===== src/rtl/inst_loader.sv =====
`timescale 1ns/1ps
// Program loader: turns UART bytes into big-endian 32-bit words and writes them
// to consecutive instruction-RAM addresses until the halt word has been stored.
module inst_loader #(
  parameter int                         NBIT_DATA_LEN = 8,
  parameter int                         len_data      = 32,
  parameter int                         len_addr      = 11,
  parameter logic [NBIT_DATA_LEN-1:0]   CMD_LOAD      = 8'h01,
  parameter logic [len_data-1:0]        HALT_WORD     = 32'hFC000000
) (
  input  logic                     clk,
  input  logic                     reset,
  input  logic                     rx_done_tick,
  input  logic [NBIT_DATA_LEN-1:0] rx_data_in,
  output logic [len_addr-1:0]      addr_mem_inst,
  output logic [len_data-1:0]      ins_to_mem,
  output logic                     wr_ram_inst,
  output logic                     loading,
  output logic                     load_done,
  output logic                     load_err,
  output logic [len_addr:0]        word_count
);

  typedef enum logic [2:0] {S_IDLE, S_RECV, S_WRITE, S_DONE, S_ERR} state_t;

  localparam logic [len_addr-1:0] ADDR_LAST = '1;

  state_t              state, state_nxt;
  logic [1:0]          byte_cnt;
  logic [len_data-1:0] shift_word;
  logic [len_addr-1:0] addr;
  logic                is_cmd;

  assign is_cmd = rx_done_tick && (rx_data_in == CMD_LOAD);

  // NOTE: sequential state uses non-blocking assignments so every flop samples
  // pre-edge values, independent of process evaluation order.
  always_ff @(posedge clk) begin
    if (!reset) state <= S_IDLE;
    else        state <= state_nxt;
  end

  // NOTE: defaulting every always_comb output first prevents latch inference.
  always_comb begin
    state_nxt = state;
    unique case (state)
      S_IDLE:  if (is_cmd) state_nxt = S_RECV;
      S_RECV:  if (rx_done_tick && byte_cnt == 2'd3) state_nxt = S_WRITE;
      S_WRITE: begin
        if (ins_to_mem == HALT_WORD) state_nxt = S_DONE;
        else if (addr == ADDR_LAST)  state_nxt = S_ERR;
        else                         state_nxt = S_RECV;
      end
      default: ;
    endcase
  end

  always_comb begin
    wr_ram_inst = (state == S_WRITE);
    loading     = (state == S_RECV) || (state == S_WRITE);
    load_done   = (state == S_DONE);
    load_err    = (state == S_ERR);
  end

  // Byte counter wraps 3->0 on entering WRITE, so a tick during WRITE
  // naturally becomes byte 0 of the next word.
  always_ff @(posedge clk) begin
    if (!reset) begin
      byte_cnt      <= '0;
      shift_word    <= '0;
      addr          <= '0;
      addr_mem_inst <= '0;
      ins_to_mem    <= '0;
      word_count    <= '0;
    end else begin
      if (state == S_IDLE && is_cmd) begin
        byte_cnt   <= '0;
        addr       <= '0;
        word_count <= '0;
      end

      if (rx_done_tick && (state == S_RECV || state == S_WRITE)) begin
        shift_word <= {shift_word[len_data-NBIT_DATA_LEN-1:0], rx_data_in};
        byte_cnt   <= byte_cnt + 2'd1;
      end

      if (state == S_RECV && rx_done_tick && byte_cnt == 2'd3) begin
        ins_to_mem    <= {shift_word[len_data-NBIT_DATA_LEN-1:0], rx_data_in};
        addr_mem_inst <= addr;
      end

      if (state == S_WRITE) begin
        word_count <= word_count + 1'b1;
        if (ins_to_mem != HALT_WORD && addr != ADDR_LAST) addr <= addr + 1'b1;
      end
    end
  end

endmodule


===== config.mk =====
export PLATFORM = sky130hd
export DESIGN_NAME = inst_loader
export DESIGN_NICKNAME = d
export VERILOG_FILES = /design/src/rtl/inst_loader.sv
export SDC_FILE = /design/constraint.sdc
export NUM_CORES = 1
export LEC_CHECK = 0
export ABC_CLOCK_PERIOD_IN_PS = 2400
export CAP_MARGIN = 25
export CORE_MARGIN = 3
export CORE_UTILIZATION = 35
export CTS_BUF_LIST = sky130_fd_sc_hd__clkbuf_8
export CTS_CLUSTER_DIAMETER = 100
export DETAILED_ROUTE_END_ITERATION = 8
export GPL_ROUTABILITY_DRIVEN = 0
export GPL_TIMING_DRIVEN = 0
export PLACE_DENSITY = 0.65
export SYNTH_ARGS = -nofsm -noshare
export SYNTH_HDL_FRONTEND = slang
export SYNTH_SLANG_ARGS = --single-unit

===== constraint.sdc =====
create_clock -name clk -period 2.4 [get_ports clk]
set_input_delay 0.48 -clock clk [delete_from_list [all_inputs] [get_ports clk]]
set_output_delay 0.48 -clock clk [all_outputs]
set_load 0.05 [all_outputs]

==> impl_results.md <==
* Yosys top cell by area: dfxtp_1
* Async SR Flop Fraction at 0%
* Clk pin slew, worst setup/hold paths at 0.10 ns
* Wire per inst at 14.3 um
* Top-area cell type share of the netlist area at 46.9%
* Final setup fails at 0
* Antenna Cells at 0
* Largest net degree at the start of global routing at 15
* Chip height at 114 um
* Worst vdd ir at 309 uV
* Worst hold slack at 0.464 ns
* RR Endpoint: addr[5]
* Tot Pwr at 2.87 mW
* Number of DRC markers in iteration 0 at 138
* Max Clk Rate at 436 MHz
* Setup Skew at 0.0131 ns
* Final Hold Vio Count at 0
* Hold Path Stages at 2
* Area Overhead vs Synth at 27.1%
* Hold Crit Class: reg -> reg
* Initial core utilization at 36.6%
* Total Wirelength at 10.2 mm
* Crit. End Element: output pin
* CORE AREA at 0.0111 mm^2
* Top post-synthesis cells by area: dfxtp_1 47%, nand2_1 15%, a21boi_0 14%
* Placed insts at 694
* Max cap viols at 0
* Worst path max stage delay at 0.56 ns
* Initial antenna violation count at 0
* IO buf count at 69
* Die Wd at 114 um
* Critical path's slowest cell: dlygate4sd2_1
* Worst Path Required at 1.92 ns
* CTS buffer count at 9
* Vias at 3582
* Post-DRT Antenna Nets at 0
* DP HPWL at 7.52 mm
* CTS tree: yes
* CP cell instances: inv_1, nor3b_1, dlygate4sd2_1
* Finished Core Util at 46.5%
* Post-synthesis cell count at 485
* Post-synth top cells: 159 x nand2_1, 95 x dfxtp_1, 76 x a21boi_0, 24 x clkbuf_1, 14 x nor2_1
* RR Startpoint: ins_to_mem[15]
* Slew @ Worst Pin at 0.529 ns
* Sequential fraction of the synthesis area at 46.9%
* Yosys reg bits at 95
* CTS Buffer Depth at 2
* Cells on worst reg2reg path at 6
* PwrDens at 557 mW/mm^2
* RSZ-0062 raised after global routing: no
* Syn Area/Cell at 8.35 um^2
* Number of cell rows at 38
* Post-Syn Area at 0.00405 mm^2
* Leakage at 1.75 nW
* Post-DP Area at 0.00492 mm^2
* Initial DRT Pass Iterations at 5
* Most frequent cell after synthesis: nand2_1
* Clock root cell: clkbuf_8
* Final slew viol count at 0
* CP Max Fanout at 7
* CTS sink count at 95
* Die area at 0.0129 mm^2
* Post-CTS Setup Bufs at 0
* Final Instance Area at 0.00515 mm^2
* Finished Layout Cells at 709
* DRC errors left at 0
* Via density at 5.05
* Synth Warn # at 0
* Vias in the first global route at 3549
* Predominant post-synthesis flop cell: dfxtp_1
* Max_slew headroom at 64.5%
* I/O pin count at 70
* Number of enable flip-flop cells after synthesis at 0
* Layout cells sized above 1 at 4.92%
* Post-synth cell types at 41
* First-pass GRT wire length at 17.2 mm
* Arrival time worst endpoint at 1.81 ns
* GRT Util Overall at 16.4%
* Critical setup path kind: reg -> out
* Final nets at 579
* Clock latency on the worst-skew pair at 0.37 ns
* H-Tree Depth at 3
* Hold endpoint: ins_to_mem[25]
* Post-Syn Nets at 499
* Gr ovfl total at 0
* Status: complete, no violations
* Final Cycle Share at 95.6%
* Critical path startpoint category: flop
* Fin crit period at 2.29 ns
* Hold Startpoint: shift_word[17]
* Worst reg2reg setup slack at 0.21 ns
==> worst max path at each step <==
stage / startpoint / to / slack [ns] / depth (start not counted)
after floorplan: state[0] / load_done / 0.26 / 2
after global placement: rx_done_tick / ins_to_mem[18] / -0.42 / 7
after detailed placement: rx_done_tick / ins_to_mem[18] / -0.44 / 7
after CTS: state[0] / load_done / 0.08 / 3
after global routing: rx_done_tick / ins_to_mem[11] / 0.005 / 7
final: state[0] / load_done / 0.11 / 3
==> worst max-delay path, delay by kind of cell, from the launching register on <==
kind	cells	cell delay, ns
buffers and inverters	2	0.71
flip-flops	1	0.48
AND/OR/NAND/NOR	1	0.25
==> routing by layer <==
metal	share of wire, %	global-route usage (%)	wire [um]	vias up
met5	0	0	0	-
met4	1.6	6.09	165	0
met3	4.0	2.65	407	12
met2	49	27.3	4980	68
met1	45	21.4	4620	1690
li1	-	-	-	1812
==> cells in the final DEF (no fill, tap or decap), types with 5 or more instances in the layout <==
cell	Yosys	final
dfxtp_1	95	95
a21boi_0	76	76
a221o_1	6	6
nor3_1	8	7
and2_1	8	8
nand2_1	159	159
clkbuf_1	24	24
nor4_1	9	9
clkbuf_8	0	12
nand3_1	10	10
o21ai_0	8	8
clkdlybuf4s50_1	0	65
nor2_1	14	14
o21a_1	5	5
and3_1	6	6
nand4_1	5	5
nor2b_1	5	5
==> area by class of cell <==
class	instances	area, um^2
clock inverters	3	65.1
clock buffers	12	165
multi-input cells	357	1990
repair buffers	69	688
flip-flops and latches	95	1900
well taps	140	175
inverters	4	27.5
fillers	1102	5930
plain buffers	29	134
==> flip-flops by register name (all words and copies together) (netlist names) <==
name	count
word_count	12
shift_word	24
addr	11
state	3
addr_mem_inst	11
ins_to_mem	32
byte_cnt	2
==> power breakdown <==
group / total (mW) / internal, mW / switching, mW
Combinational: 0.0746 / 0.0362 / 0.0385
Sequential: 1.57 / 1.57 / 0.000184
Clock: 1.22 / 0.666 / 0.553
Total: 2.87 / 2.28 / 0.592
==> what timing repair did <==
action                                  in CTS  in global routing
endpoints found under the setup margin      14                  0
resized for setup                            7                  0
hold buffers                                 0                  0
==> cells by family after synthesis <==
logic type	synth area share, %
AO/OA/AOI/OAI	20.1
XOR/XNOR	0.649
adder cells (fa/ha/maj)	0.927
buffers and inverters	3.98
flip-flops	46.9
multiplexers	0.772
AND/OR/NAND/NOR	26.6
==> per-stage QoR <==
step	worst slack (ns)	setup TNS (ns)
after detailed placement	-0.441	-15.49
final	0.106	0
after CTS	0.0753	0
after floorplan	0.257	0
after global routing	0.00494	0
after global placement	-0.424	-15.02
Note: power is estimated with default switching activity, not from simulation.
